`src/rtl/meas_mem_loader.sv`:
```
// meas_mem_loader: expands host header+data bursts into memory-write strobes
// for the measurement-unit array (sole writer of the shared write bus).
//
// Ports:
//   clk, reset (async, active-low)
//   s_data/s_valid/s_ready : host word stream (header word, then LEN+1 data)
//   abort                  : drops the current burst, blocks s_ready
//   err_clr                : clears the sticky err flag
//   mem_write_addr/data/en : registered write bus, one word per cycle
//   busy, done, err        : status (done pulses with the final write)
//   checksum               : only when MEAS_MEM_LOADER_CHECKSUM_EN is defined
//
// Optional feature macro: MEAS_MEM_LOADER_CHECKSUM_EN
module meas_mem_loader #(
    parameter int DATA_WIDTH  = 32,
    parameter int N_MEAS_UNIT = 8,
    parameter int LOG_N_MEAS  = $clog2(N_MEAS_UNIT),
    parameter int AW          = 13 + LOG_N_MEAS
) (
    input  logic                  clk,
    input  logic                  reset,
    input  logic [DATA_WIDTH-1:0] s_data,
    input  logic                  s_valid,
    output logic                  s_ready,
    input  logic                  abort,
    input  logic                  err_clr,
    output logic [AW-1:0]         mem_write_addr,
    output logic [DATA_WIDTH-1:0] mem_write_data,
    output logic                  mem_write_en,
    output logic                  busy,
    output logic                  done,
`ifdef MEAS_MEM_LOADER_CHECKSUM_EN
    output logic [DATA_WIDTH-1:0] checksum,
`endif
    output logic                  err
);

    typedef enum logic [1:0] {
        IDLE  = 2'd0,
        LOAD  = 2'd1,
        DRAIN = 2'd2
    } state_t;

    state_t                state_q, state_d;
    logic [AW-1:0]         addr_q, addr_d;
    logic [11:0]           cnt_q, cnt_d;
    logic                  wr_en_q, wr_en_d;
    logic [AW-1:0]         wr_addr_q, wr_addr_d;
    logic [DATA_WIDTH-1:0] wr_data_q, wr_data_d;
    logic                  done_q, done_d;
    logic                  err_q, err_d;
    logic                  err_set;

    logic                  accept;
    logic [LOG_N_MEAS-1:0] unit_sel;
    logic                  unit_bad;
    logic                  rsvd_bad;
    logic                  malformed;
    logic [AW-1:0]         addr_inc;

    // s_ready is forced low both in reset and while abort is pulsed,
    // so an aborting cycle can never also transfer a word.
    assign s_ready = reset & ~abort;
    assign accept  = s_valid & s_ready;

    assign unit_sel = s_data[AW-1:13];

    // A power-of-two unit count cannot produce an out-of-range select.
    generate
        if (N_MEAS_UNIT == (1 << LOG_N_MEAS)) begin : g_unit_full
            assign unit_bad = 1'b0;
        end else begin : g_unit_partial
            localparam logic [LOG_N_MEAS:0] NU =
                (LOG_N_MEAS + 1)'(N_MEAS_UNIT);
            assign unit_bad = {1'b0, unit_sel} >= NU;
        end
    endgenerate

    assign rsvd_bad  = ~s_data[12] & (s_data[11:10] != 2'b00);
    assign malformed = unit_bad | rsvd_bad;

    // cmd path only walks the low byte; wave path walks the full buffer.
    always_comb begin
        addr_inc = addr_q;
        if (addr_q[12]) begin
            addr_inc = {addr_q[AW-1:12], addr_q[11:0] + 12'd1};
        end else begin
            addr_inc = {addr_q[AW-1:8], addr_q[7:0] + 8'd1};
        end
    end

`ifdef MEAS_MEM_LOADER_CHECKSUM_EN
    logic [DATA_WIDTH-1:0] acc_q, acc_d;
    logic [DATA_WIDTH-1:0] csum_q, csum_d;
`endif

    always_comb begin
        state_d   = state_q;
        addr_d    = addr_q;
        cnt_d     = cnt_q;
        wr_en_d   = 1'b0;
        wr_addr_d = wr_addr_q;
        wr_data_d = wr_data_q;
        done_d    = 1'b0;
        err_set   = 1'b0;
`ifdef MEAS_MEM_LOADER_CHECKSUM_EN
        acc_d     = acc_q;
        csum_d    = csum_q;
`endif
        if (abort) begin
            state_d = IDLE;
            cnt_d   = 12'd0;
        end else begin
            unique case (state_q)
                IDLE: begin
                    if (accept) begin
                        addr_d = s_data[AW-1:0];
                        cnt_d  = s_data[31:20];
`ifdef MEAS_MEM_LOADER_CHECKSUM_EN
                        acc_d  = '0;
`endif
                        if (malformed) begin
                            err_set = 1'b1;
                            state_d = DRAIN;
                        end else begin
                            state_d = LOAD;
                        end
                    end
                end
                LOAD: begin
                    if (accept) begin
                        wr_en_d   = 1'b1;
                        wr_addr_d = addr_q;
                        wr_data_d = s_data;
                        addr_d    = addr_inc;
                        cnt_d     = cnt_q - 12'd1;
`ifdef MEAS_MEM_LOADER_CHECKSUM_EN
                        acc_d     = acc_q + s_data;
`endif
                        if (cnt_q == 12'd0) begin
                            done_d  = 1'b1;
                            state_d = IDLE;
`ifdef MEAS_MEM_LOADER_CHECKSUM_EN
                            csum_d  = acc_q + s_data;
`endif
                        end
                    end
                end
                DRAIN: begin
                    if (accept) begin
                        cnt_d = cnt_q - 12'd1;
                        if (cnt_q == 12'd0) begin
                            state_d = IDLE;
                        end
                    end
                end
                default: begin
                    state_d = IDLE;
                end
            endcase
        end
    end

    // Set has priority over clear on the same edge.
    assign err_d = err_set | (err_q & ~err_clr);

    always_ff @(posedge clk or negedge reset) begin
        if (!reset) begin
            state_q   <= IDLE;
            addr_q    <= '0;
            cnt_q     <= '0;
            wr_en_q   <= 1'b0;
            wr_addr_q <= '0;
            wr_data_q <= '0;
            done_q    <= 1'b0;
            err_q     <= 1'b0;
        end else begin
            state_q   <= state_d;
            addr_q    <= addr_d;
            cnt_q     <= cnt_d;
            wr_en_q   <= wr_en_d;
            wr_addr_q <= wr_addr_d;
            wr_data_q <= wr_data_d;
            done_q    <= done_d;
            err_q     <= err_d;
        end
    end

`ifdef MEAS_MEM_LOADER_CHECKSUM_EN
    always_ff @(posedge clk or negedge reset) begin
        if (!reset) begin
            acc_q  <= '0;
            csum_q <= '0;
        end else begin
            acc_q  <= acc_d;
            csum_q <= csum_d;
        end
    end

    assign checksum = csum_q;
`endif

    assign mem_write_en   = wr_en_q;
    assign mem_write_addr = wr_addr_q;
    assign mem_write_data = wr_data_q;
    assign done           = done_q;
    assign err            = err_q;
    assign busy           = (state_q == LOAD) || (state_q == DRAIN);

endmodule
```
`config.mk`:
```
export PLATFORM = sky130hd
export DESIGN_NAME = meas_mem_loader
export DESIGN_NICKNAME = d
export VERILOG_FILES = /design/src/rtl/meas_mem_loader.sv
export SDC_FILE = /design/constraint.sdc
export NUM_CORES = 1
export LEC_CHECK = 0
export ABC_AREA = 1
export ABC_CLOCK_PERIOD_IN_PS = 2110
export CAP_MARGIN = 25
export CORE_UTILIZATION = 52
export CTS_BUF_LIST = sky130_fd_sc_hd__clkbuf_4 sky130_fd_sc_hd__clkbuf_8
export DETAILED_ROUTE_END_ITERATION = 10
export PLACE_DENSITY = 0.82
export SLEW_MARGIN = 0
export SYNTH_ARGS = -nofsm -noshare
export SYNTH_HDL_FRONTEND = slang
export SYNTH_SLANG_ARGS = --single-unit
```
`constraint.sdc`:
```
create_clock -name clk -period 2.11 [get_ports clk]
set_input_delay 0.211 -clock clk [delete_from_list [all_inputs] [get_ports clk]]
set_output_delay 0.211 -clock clk [all_outputs]
set_load 0.05 [all_outputs]
```
==> run_results.csv <==
group,metric,value,unit
cts,clk_pin_slew,0.08,ns
hold_path,hold_path_startpoint,"s_data[16]",
yosys,syn-mean-instance-area,7.955,sq um
grt,grt_max_degree,82,
routing,drcViolationCount,0,
sta,min_period_over_period,83.77,%
setup_path,r2r-end,"state_q[1]",
setup_path,max_stage_delay,0.85,ns
routing,wire_per_inst,14.20,um
yosys,seq_area_frac_synth,51.79,%
setup_path,endpoint_kind,"output pin",
run,maxCapViolCount,0,
setup_path,critPathTopFamily,"buffers and inverters",
status,status,"completed",
floorplan,die_w,88.76,um
routing,first_iter_violations,167,
grt,grt_usage,26.38,%
sta,grt_setup_unrepaired,"false",
cts,clk_path_buf_depth,2,
grt,grt_overflow,0,
sta,hold_ws,0.3885,ns
cts,cts_sinks,81,
yosys,synth.distinct_cells,30,
layout,drive_above_1_share,6.441,%
sta,post-route-min-period,1.767,ns
cts,cts_tree,"yes",
floorplan,row_count,31,
power,p_leak,2.510,nW
yosys,syn-num-nets,535,
place,placedCellCount,674,
sta,drv_slew,0,
layout,layout_common_cells,"nand2_1 (163), clkdlybuf4s50_1 (86), dfrtp_1 (81), inv_1 (56)",
hold_path,worstHoldEndpoint,"mem_write_data[16]",
floorplan,core_area,7253,sq um
floorplan,io-pin-count,90,
hold_path,min_path_cells,3,
setup_path,critPathSlowestCell,"clkdlybuf4s50_1",
floorplan,dieHeight,88.76,um
power,p_per_area,1258,nW/um^2
grt,antenna_found_initial,0,
setup_path,cp_max_fo,2,
routing,drt_first_pass_iters,4,
yosys,synth-seq-cells,81,
setup_path,worstPathRequired,1.90,ns
sta,fin_tns_setup,0,ns
cts,post_cts_buffers,0,
routing,via_count,3582,
cts,h-tree-depth,3,
cts,numCtsBuffers,9,
yosys,yosysWarnings,0,
setup_path,start_kind,"flop",
place,placed_area,4933,sq um
sta,fmax,565.8,MHz
setup_path,reg2reg_slack,0.36,ns
floorplan,die-area,7877,sq um
setup_path,critical_path.startpoint,"mem_write_data[23]",
layout,instances_no_fill,689,
yosys,netlist_area,3914,sq um
layout,final_common_cell,"nand2_1",
yosys,synthCells,492,
setup_path,rr_startpoint,"state_q[0]",
sta,finalSetupViolations,0,
setup_path,r2r_cells,8,
place,dpl.hpwl,6924,um
place,port_buffers,89,
grt,grt_pass1_wl,15670,um
cts,clk_latency,0.35,ns
sta,worstMarginPinSlew,0.5566,ns
layout,fin_nets,630,
sta,slew_headroom,62.78,%
cts,cts_root_buf,"clkbuf_8",
sta,clock_skew,0.005683,ns
cts,cts_hold_buf,1,
layout,syn2layout_area_growth,31.59,%
grt,grt_pass1_vias,3407,
routing,viasPerCell,5.199,
setup_path,crit_type,"flop to output pin",
setup_path,crit_buf_inv,1,
routing,wl,9785,um
setup_path,crit_chain,"clkdlybuf4s50_1",
setup_path,crit_arrival,1.56,ns
layout,antennaDiodeCount,0,
hold_path,min_path_type,"input port to flop",
power,ir_drop,0.5172,mV
cts,cts_resized,0,
routing,detail-route-antenna-nets,0,
layout,fin_area,5150,sq um
sta,hold_viol_final,0,
floorplan,start_util,53.96,%
place,routabilityCongestion,0.8859,
flip-flops by register name, summed over array words and instances (netlist names):
| register | cells |
|---|---|
| addr_q | 16 |
| cnt_q | 12 |
| done | 1 |
| err | 1 |
| mem_write_addr | 16 |
| mem_write_data | 32 |
| mem_write_en | 1 |
| state_q | 2 |
synthesized netlist by cell type:
cell type / count / area [sq um]
dfrtp_1: 81 / 2027
nor2_1: 37 / 138.9
nand2_4: 1 / 11.26
a21oi_1: 12 / 60.06
buf_4: 2 / 15.01
xnor2_1: 1 / 8.760
o22ai_1: 5 / 31.28
nand2_1: 163 / 611.8
inv_1: 56 / 210.2
a21boi_1: 1 / 7.510
nor3_1: 1 / 5.000
xor2_1: 3 / 26.28
o211ai_1: 5 / 37.54
a21boi_0: 1 / 7.510
o21ai_1: 13 / 65.06
buf_6: 3 / 33.78
nand3_1: 37 / 185.2
o21ai_0: 37 / 185.2
buf_2: 2 / 10.01
clkbuf_1: 7 / 26.28
ha_1: 6 / 75.07
o21ai_2: 1 / 8.760
o221ai_1: 1 / 8.760
nor2_4: 3 / 33.78
a22oi_1: 1 / 7.510
nand4_1: 4 / 25.02
inv_2: 2 / 7.510
nand2_2: 4 / 25.02
o211ai_2: 1 / 12.51
nor2_2: 1 / 6.260
stage by stage:
stage / worst slack (ns) / power [mW] / util [%]
final: 0.3425 / 6.481 / 71.00
after global routing: 0.2359 / 6.813 / 71.00
after CTS: 0.3438 / 6.495 / 71.00
after detailed placement: 0.2624 / 5.272 / 68.02
after global placement: 0.3758 / 5.204 / 68.02
after floorplan: 0.3371 / 4.225 / -
logic make-up after synthesis:
group	share of synthesized area (%)
AOI/OAI and AO/OA	11.03
DFF	51.79
xor gates and xnor gates	0.8953
adders and majority gates	1.918
buffers and inverters	7.737
and+or+nand+nor	26.63
how the worst max path moves through the flow:
| stage | endpoint | slack [ns] | depth (start not counted) |
|---|---|---|---|
| after floorplan | cnt_q[3] | 0.34 | 6 |
| after global placement | addr_q[2] | 0.38 | 8 |
| after detailed placement | mem_write_addr[4] | 0.26 | 8 |
| after CTS | mem_write_data[23] | 0.34 | 1 |
| after global routing | state_q[1] | 0.24 | 8 |
| final | mem_write_data[23] | 0.34 | 1 |
per-layer routing:
| metal | up-vias | part of all wire [%] | GRT usage [%] | routed length, um |
|---|---|---|---|---|
| met4 | 0 | 3.0 | 13.34 | 294 |
| met3 | 31 | 4.5 | 4.664 | 439 |
| met2 | 121 | 49 | 43.29 | 4773 |
| met5 | - | 0 | 0 | 0 |
| met1 | 1681 | 44 | 33.66 | 4277 |
| li1 | 1749 | - | - | - |
layout make-up:
cell class              instances  area [sq um]
repair buffers                 98         991.0
well taps                      99         123.9
flip-flops and latches         81          2027
fillers                       564          2103
clock inverters                 3         67.56
inverters                      58         217.7
clock buffers                  11         138.9
multi-input cells             339          1584
report_power, final:
part / internal [mW] / total (mW) / switching (mW)
combinational: 0.980 / 2.97 / 1.99
sequential: 1.99 / 2.30 / 0.302
clock: 0.680 / 1.22 / 0.537
(Power assumes the default switching activity.)
